<file path="src/rtl/score_overlay_pkg.sv">
// Shared types, register map, digit font and BCD increment helper for score_overlay.
// Latency: n/a (package only).
// Backpressure: n/a.
package score_overlay_pkg;

  typedef logic [3:0] bcd_digit_t;

  // Result of a BCD increment: updated value plus carry out of the top digit.
  typedef struct packed {
    logic        carry;
    logic [31:0] value;
  } bcd_inc_t;

  localparam logic [2:0] ADDR_SCORE = 3'd0;
  localparam logic [2:0] ADDR_POS_X = 3'd1;
  localparam logic [2:0] ADDR_POS_Y = 3'd2;
  localparam logic [2:0] ADDR_CTRL  = 3'd3;
  localparam logic [2:0] ADDR_HICLR = 3'd4;

  // 8x8 glyphs for digits 0-9, one byte per row, MSB is the leftmost pixel.
  localparam logic [7:0] FONT [0:9][0:7] = '{
    '{8'h3C, 8'h66, 8'h6E, 8'h76, 8'h66, 8'h66, 8'h3C, 8'h00},
    '{8'h18, 8'h38, 8'h18, 8'h18, 8'h18, 8'h18, 8'h7E, 8'h00},
    '{8'h3C, 8'h66, 8'h06, 8'h0C, 8'h30, 8'h60, 8'h7E, 8'h00},
    '{8'h3C, 8'h66, 8'h06, 8'h1C, 8'h06, 8'h66, 8'h3C, 8'h00},
    '{8'h0C, 8'h1C, 8'h3C, 8'h6C, 8'h7E, 8'h0C, 8'h0C, 8'h00},
    '{8'h7E, 8'h60, 8'h7C, 8'h06, 8'h06, 8'h66, 8'h3C, 8'h00},
    '{8'h3C, 8'h60, 8'h7C, 8'h66, 8'h66, 8'h66, 8'h3C, 8'h00},
    '{8'h7E, 8'h06, 8'h0C, 8'h18, 8'h30, 8'h30, 8'h30, 8'h00},
    '{8'h3C, 8'h66, 8'h66, 8'h3C, 8'h66, 8'h66, 8'h3C, 8'h00},
    '{8'h3C, 8'h66, 8'h66, 8'h3E, 8'h06, 8'h0C, 8'h38, 8'h00}
  };

  // Add 1 to the low ndig BCD digits of v; digits above ndig pass through.
  // carry is set when every active digit was 9 (the value wraps to zero).
  function automatic bcd_inc_t bcd_inc(input logic [31:0] v, input int ndig);
    bcd_inc_t r;
    logic     c;
    c       = 1'b1;
    r.value = v;
    for (int i = 0; i < 8; i++) begin
      if (i < ndig && c) begin
        if (v[4*i +: 4] >= 4'd9) begin
          r.value[4*i +: 4] = 4'd0;
        end else begin
          r.value[4*i +: 4] = v[4*i +: 4] + 4'd1;
          c = 1'b0;
        end
      end
    end
    r.carry = c;
    return r;
  endfunction

endpackage

</file>
<file path="src/rtl/score_font_rom.sv">
// Combinational glyph row lookup for one BCD digit.
// Latency: 0 cycles (pure combinational).
// Backpressure: none.
// Ports: digit[3:0] BCD digit, row[2:0] glyph row, glyph[7:0] row bits (MSB leftmost).
module score_font_rom
  import score_overlay_pkg::*;
(
  input  logic [3:0] digit,
  input  logic [2:0] row,
  output logic [7:0] glyph
);

  // Non-decimal codes never reach here in normal operation; render them blank.
  always_comb begin
    glyph = 8'h00;
    if (digit <= 4'd9) glyph = FONT[digit][row];
  end

endmodule

</file>
<file path="src/rtl/score_overlay.sv">
// BCD score/high-score engine with a frame-synchronous scaled glyph overlay.
// Latency: registers 1 cycle after strobe; pix_on 2 cycles after hcount/vcount.
// Backpressure: none; writes, ticks and pixels accepted every cycle.
// Ports: clk, reset_n (async, active low); chipselect/write/address/writedata
//   register port; tick/clear game strobes; hcount/vcount current pixel;
//   pix_on overlay foreground; score_bcd/hiscore_bcd live values; overflow sticky.
// Build option: SCORE_LEADING_ZERO_BLANK_EN blanks leading zero digits.
module score_overlay
  import score_overlay_pkg::*;
#(
  parameter int DIGITS     = 4,
  parameter int SCALE_LOG2 = 1
) (
  input  logic                  clk,
  input  logic                  reset_n,
  input  logic                  chipselect,
  input  logic                  write,
  input  logic [2:0]            address,
  input  logic [31:0]           writedata,
  input  logic                  tick,
  input  logic                  clear,
  input  logic [10:0]           hcount,
  input  logic [9:0]            vcount,
  output logic                  pix_on,
  output logic [4*DIGITS-1:0]   score_bcd,
  output logic [4*DIGITS-1:0]   hiscore_bcd,
  output logic                  overflow
);

  localparam int         W     = 4 * DIGITS;
  localparam logic [11:0] REG_W = 12'((DIGITS * 8) << SCALE_LOG2);
  localparam logic [11:0] REG_H = 12'(8 << SCALE_LOG2);

  logic [W-1:0] score, hiscore, shown;
  logic [10:0]  pos_x;
  logic [9:0]   pos_y;
  logic         count_en, show_hi;

  logic         wr_en;
  logic [W-1:0] load_val;
  bcd_inc_t     inc;

  assign wr_en       = chipselect && write;
  assign inc         = bcd_inc(32'(score), DIGITS);
  assign score_bcd   = score;
  assign hiscore_bcd = hiscore;

  // Out-of-range load nibbles saturate to 9 so the score stays valid BCD.
  always_comb begin
    load_val = '0;
    for (int i = 0; i < DIGITS; i++) begin
      load_val[4*i +: 4] = (writedata[4*i +: 4] > 4'd9) ? 4'd9 : writedata[4*i +: 4];
    end
  end

  // Score engine: clear beats a score load, which beats a tick.
  always_ff @(posedge clk or negedge reset_n) begin
    if (!reset_n) begin
      score    <= '0;
      hiscore  <= '0;
      shown    <= '0;
      pos_x    <= '0;
      pos_y    <= '0;
      count_en <= 1'b0;
      show_hi  <= 1'b0;
      overflow <= 1'b0;
    end else begin
      if (clear) begin
        score    <= '0;
        overflow <= 1'b0;
      end else if (wr_en && address == ADDR_SCORE) begin
        score    <= load_val;
        overflow <= 1'b0;
      end else if (tick && count_en) begin
        // At all-9s the increment would wrap; hold instead and flag it.
        if (inc.carry) overflow <= 1'b1;
        else           score    <= inc.value[W-1:0];
      end

      // Packed BCD orders the same as unsigned binary, so a plain compare works.
      if (wr_en && address == ADDR_HICLR) hiscore <= '0;
      else if (clear && score > hiscore)  hiscore <= score;

      if (wr_en && address == ADDR_POS_X) pos_x <= writedata[10:0];
      if (wr_en && address == ADDR_POS_Y) pos_y <= writedata[9:0];
      if (wr_en && address == ADDR_CTRL) begin
        count_en <= writedata[0];
        show_hi  <= writedata[1];
      end

      // Latch the displayed value once per frame so a mid-frame change cannot tear.
      if (hcount == 11'd0 && vcount == 10'd0) shown <= show_hi ? hiscore : score;
    end
  end

  // ---------------- Render stage 1: region hit and digit select ----------------
  logic [11:0] hx, vy, px, py, dx, dy;
  logic        in_x, in_y, blank;
  logic [5:0]  lx;
  logic [2:0]  ly, dig_idx;
  logic [3:0]  nib;

  // 12-bit math so a region hanging off the right/bottom edge clips, not wraps.
  assign hx      = {1'b0, hcount};
  assign vy      = {2'b0, vcount};
  assign px      = {1'b0, pos_x};
  assign py      = {2'b0, pos_y};
  assign in_x    = (hx >= px) && (hx < px + REG_W);
  assign in_y    = (vy >= py) && (vy < py + REG_H);
  assign dx      = hx - px;
  assign dy      = vy - py;
  assign lx      = 6'(dx >> SCALE_LOG2);
  assign ly      = 3'(dy >> SCALE_LOG2);
  assign dig_idx = lx[5:3];

  // Digit 0 on screen is the most significant nibble.
  always_comb begin
    nib = 4'd0;
    for (int i = 0; i < DIGITS; i++) begin
      if (dig_idx == 3'(i)) nib = shown[4*(DIGITS-1-i) +: 4];
    end
  end

`ifdef SCORE_LEADING_ZERO_BLANK_EN
  // A digit is blank when it and everything to its left are zero; the
  // rightmost digit is exempt so a zero value still shows "0".
  logic lead;
  always_comb begin
    lead  = 1'b1;
    blank = 1'b0;
    for (int i = 0; i < DIGITS; i++) begin
      lead = lead && (shown[4*(DIGITS-1-i) +: 4] == 4'd0);
      if (dig_idx == 3'(i)) blank = lead && (i != DIGITS - 1);
    end
  end
`else
  assign blank = 1'b0;
`endif

  logic       s1_hit;
  logic [3:0] s1_nib;
  logic [2:0] s1_row, s1_col;

  always_ff @(posedge clk or negedge reset_n) begin
    if (!reset_n) begin
      s1_hit <= 1'b0;
      s1_nib <= 4'd0;
      s1_row <= 3'd0;
      s1_col <= 3'd0;
    end else begin
      s1_hit <= in_x && in_y && !blank;
      s1_nib <= nib;
      s1_row <= ly;
      s1_col <= lx[2:0];
    end
  end

  // ---------------- Render stage 2: font lookup ----------------
  logic [7:0] glyph;

  score_font_rom u_font (
    .digit (s1_nib),
    .row   (s1_row),
    .glyph (glyph)
  );

  always_ff @(posedge clk or negedge reset_n) begin
    if (!reset_n) pix_on <= 1'b0;
    else          pix_on <= s1_hit && glyph[3'd7 - s1_col];
  end

  logic unused_bits;
  assign unused_bits = ^{writedata, inc.value};

endmodule

</file>
<file path="config.mk">
export PLATFORM = sky130hd
export DESIGN_NAME = score_overlay
export DESIGN_NICKNAME = d
export VERILOG_FILES = /design/src/rtl/score_overlay_pkg.sv /design/src/rtl/score_font_rom.sv /design/src/rtl/score_overlay.sv
export SDC_FILE = /design/constraint.sdc
export NUM_CORES = 1
export LEC_CHECK = 0
export BUFFER_PORTS_ARGS = -buffer_cell sky130_fd_sc_hd__clkbuf_2
export CAP_MARGIN = 20
export CORE_MARGIN = 2
export CORE_UTILIZATION = 52
export DETAILED_ROUTE_END_ITERATION = 12
export PLACE_DENSITY = 0.74
export SYNTH_ARGS = -nofsm -noshare
export SYNTH_HDL_FRONTEND = slang
export SYNTH_SLANG_ARGS = --single-unit
</file>
<file path="constraint.sdc">
create_clock -name clk -period 3.3 [get_ports clk]
set_clock_uncertainty 0.15 [all_clocks]
set_input_delay 0.165 -clock clk [delete_from_list [all_inputs] [get_ports clk]]
set_output_delay 0.165 -clock clk [all_outputs]
set_load 0.01 [all_outputs]
</file>
==> impl_results.md <==
- CTS clk-pin slew, worst paths: 0.06 ns
- Total track usage: 26.76%
- Max Fclk: 362.9 MHz
- Final Cell Area: 0.007171 sq mm
- Reg2Reg Depth: 8
- Combinational share of power: 42.3%
- Hold path startpoint: writedata[7]
- Num CTS Buffers: 9
- P per Cell Area: 591.3 mW/mm^2
- 1st-pass router iterations: 5
- Sw Share: 39.98%
- DRT antenna net count: 0
- DRC: 0
- Later-pin clock latency in the skew report: 0.34 ns
- Crit path kind: flop to flop
- Post-synthesis register bit count: 84
- Via density: 6.117
- Worst reg2reg setup slack: 0.54 ns
- Detailed Route WL: 16680 um
- Arr. time, crit path: 2.83 ns
- Gpl congestion: 0.9782
- Num Clock Sinks: 84
- Global-route wire length before repair: 27770 um
- Slew @ Worst Pin: 0.9773 ns
- Seq/Total Area, Yosys: 33.78%
- Layout cell share with drive strength beyond 1: 15.06%
- Die X: 113.4 um
- Max_cap viols: 0
- CP endpoint kind: flop
- Port Buffers: 79
- Tcrit/Tclk final: 83.49%
- Layout net count: 925
- Clock Tree Buf Depth: 2
- Seq pwr share: 35.8%
- Most used DFF post-synth: dfrtp_1
- Hold Path Cell Cnt: 3
- EDFF count, synth: 0
- Setup violations, final: 0
- Critical Path RT: 3.38 ns
- Setup slack after placement: 0.5888 ns
- Die ar.: 0.01286 sq mm
- CTS tree: done
- Crit-path cells: inv_1, ha_1, nor3b_1, nor2b_1, nand2_1, nor3_2, a21oi_1, o41ai_1
- Net Count, Synth: 840
- Cell variety after synth: 66
- Setup ws final: 0.5447 ns
- RSZ-0062 raised after global routing: false
- Mean post-synth cell area: 8.788 sq um
- Switching Power: 0.001695 W
- Post-DP HPWL: 12350 um
- Post-CTS Setup Repair Bufs: 0
- DIE HEIGHT: 113.4 um
- Clk root buf: clkbuf_16
- H-tree Lvls: 3
- Mapped Cells: 708
- Dpl cell area: 0.006763 sq mm
- Row count: 39
- Worst hold path endpoint: pos_x[7]
- Drt initial violations: 723
- Setup TNS: 0 ns
- Leak: 3.406 nW
- Antenna Cells: 0
- Initial antenna violation count: 0
- Post-synth ARST share: 100.0%
- Slew Limit Fails: 0
- Pin count of the biggest net entering global routing: 85
- Initial core utilization: 53.80%
- Status: completed
- Startpoint types: flop
- Layout area overhead: 15.24%
- Gr ovfl total: 0
- Slew headroom: 34.84%
- Internal power: 0.002545 W
- Yosys warnings: 0
- Final core utilization: 62.00%
- Clk pwr share: 22.0%
- Tmin final: 2.755 ns
- # IOs: 96
- Hold WC Path Type: input port to flop
- Hold Violations, Final: 0
- Max VDD drop: 318.4 uV
- Worst reg2reg startpoint: score_bcd[0]
- Max stage delay cell, worst path: dfrtp_1
- Crit Path Max Fanout: 8
- Synth Cell Area: 0.006222 sq mm
- Vias in the first global route: 5615
- Via count: 5750
- Core box area: 0.01156 sq mm
- Max incr delay on CP: 0.49 ns
- Reg-to-reg endpoint: score_bcd[12]
- WL/cell: 17.74 um
==> registers in the layout (all words and copies together), names as in the netlist <==
name,cells
pos_x,11
overflow,1
pos_y,10
s1_row,3
score_bcd,16
pix_on,1
show_hi,1
shown,16
hiscore_bcd,16
s1_nib,4
s1_col,3
s1_hit,1
count_en,1
==> synthesized netlist by cell type, types with 2 or more instances <==
master / number / share of area [%]
inv_1: 65 / 3.9
xnor2_1: 10 / 1.4
nand4_1: 5 / 0.50
a21boi_0: 3 / 0.36
a211o_1: 3 / 0.42
a32o_1: 2 / 0.32
fa_1: 2 / 0.64
a2111oi_0: 7 / 0.99
xor2_1: 3 / 0.42
a221oi_1: 3 / 0.42
clkbuf_1: 17 / 1.0
o21ai_2: 2 / 0.28
o22ai_1: 6 / 0.60
mux2i_1: 43 / 6.9
ha_1: 68 / 14
nand3_1: 21 / 1.7
nand2b_1: 9 / 0.90
o21a_1: 10 / 1.2
o32ai_1: 2 / 0.28
a41oi_1: 5 / 0.70
o41ai_1: 2 / 0.28
o31ai_1: 9 / 1.1
dfrtp_1: 84 / 34
buf_2: 6 / 0.48
nor2_1: 70 / 4.2
nor4_1: 7 / 0.70
nor3_1: 12 / 0.97
nor3b_1: 9 / 1.1
nor3_2: 2 / 0.32
buf_1: 2 / 0.12
a21o_1: 6 / 0.72
a22o_1: 5 / 0.70
nand2_1: 63 / 3.8
nor2b_1: 6 / 0.60
o211ai_1: 3 / 0.36
o21ai_0: 47 / 3.8
a21oi_1: 43 / 3.5
mux2_2: 5 / 0.90
a31oi_1: 8 / 0.80
a211oi_1: 7 / 0.84
==> critical path: cells and delay by family (launching register included) <==
kind                     cells  cell delay (ns)
buffers and inverters        1             0.14
AND/OR/NAND/NOR              4             0.98
adder cells (fa/ha/maj)      1             0.22
flip-flops                   1             0.49
AO/OA/AOI/OAI                2             0.65
==> power groups by stage <==
stage          combinational, W  clock, W  sequential (W)
3_5_place_dp            0.00175         0         0.00153
5_1_grt                 0.00199  0.000996         0.00155
2_1_floorplan           0.00131         0         0.00143
6_report                0.00179  0.000931         0.00152
4_1_cts                 0.00178  0.000947         0.00151
3_3_place_gp            0.00166         0         0.00151
==> cells in the final DEF, fill, tap and decap left out, types with 5 or more instances in the layout <==
master and instances:
dlygate4sd3_1 11, o31ai_1 9, mux2i_1 43, o21a_1 10, a211oi_1 7, nor4_1 7
a2111oi_0 7, nand3_1 21, a31oi_1 8, a41oi_1 5, nor3_1 12, buf_4 10
nor2_1 70, clkbuf_16 9, a21o_1 6, nand4_1 5, dfrtp_1 84, a21oi_1 43
o22ai_1 6, nor3b_1 9, nand2_1 63, o21ai_0 47, xnor2_1 10, inv_1 65
ha_1 68, mux2_2 5, a22o_1 5, clkbuf_2 78, nand2b_1 9, nor2b_1 6
==> cells by family (layout without fill, tap and decap cells) <==
logic type / Yosys count / in the layout / share of synthesized area (%)
compound gates: 186 / 186 / 19.97
xor+xnor: 13 / 13 / 1.830
fa+ha+maj: 70 / 70 / 14.32
buf+inv: 91 / 180 / 5.731
flops: 84 / 84 / 33.78
mux: 48 / 48 / 7.822
simple gates: 216 / 216 / 16.55
==> metrics by stage <==
step | total power (W) | instances | hold slack [ns]
floorplan | 0.002735 | 708 | -0.2806
global placement | 0.003178 | 913 | 0.2616
CTS | 0.004235 | 939 | 0.0002393
global route | 0.004539 | 940 | 0.02290
detailed placement | 0.003274 | 913 | 0.2751
finish | 0.004240 | 940 | 0.007230
==> per-layer routing <==
layer	up-vias	track usage [%]	share of wire, %
met4	0	9.512	2.4
li1	2705	-	-
met2	215	45.79	50
met1	2787	35.20	43
met3	43	3.348	5.1
met5	-	0	0
==> area by class of cell <==
cell class | instances | area, sq um
inverters | 65 | 244.0
clock inverters | 3 | 23.77
flip-flops and latches | 84 | 2102
repair buffers | 100 | 603.1
fillers | 941 | 4394
multi-input cells | 533 | 3772
clock buffers | 12 | 246.5
well taps | 143 | 178.9
==> worst max-delay path by stage <==
stage | start | end | slack [ns] | depth (start not counted)
2_1_floorplan | score_bcd[12] | hiscore_bcd[8] | 0.83 | 8
3_5_place_dp | score_bcd[0] | score_bcd[12] | 0.59 | 8
4_1_cts | score_bcd[0] | hiscore_bcd[15] | 0.57 | 10
5_1_grt | score_bcd[0] | score_bcd[12] | 0.31 | 8
3_3_place_gp | pos_y[4] | s1_hit | 0.65 | 9
6_report | score_bcd[0] | score_bcd[12] | 0.54 | 8
==> timing repair <==
action,CTS,global route
hold endpoints to repair,100,0
gates resized for setup,0,0
hold buffers,11,0
Power figures use the tool's default switching activity.
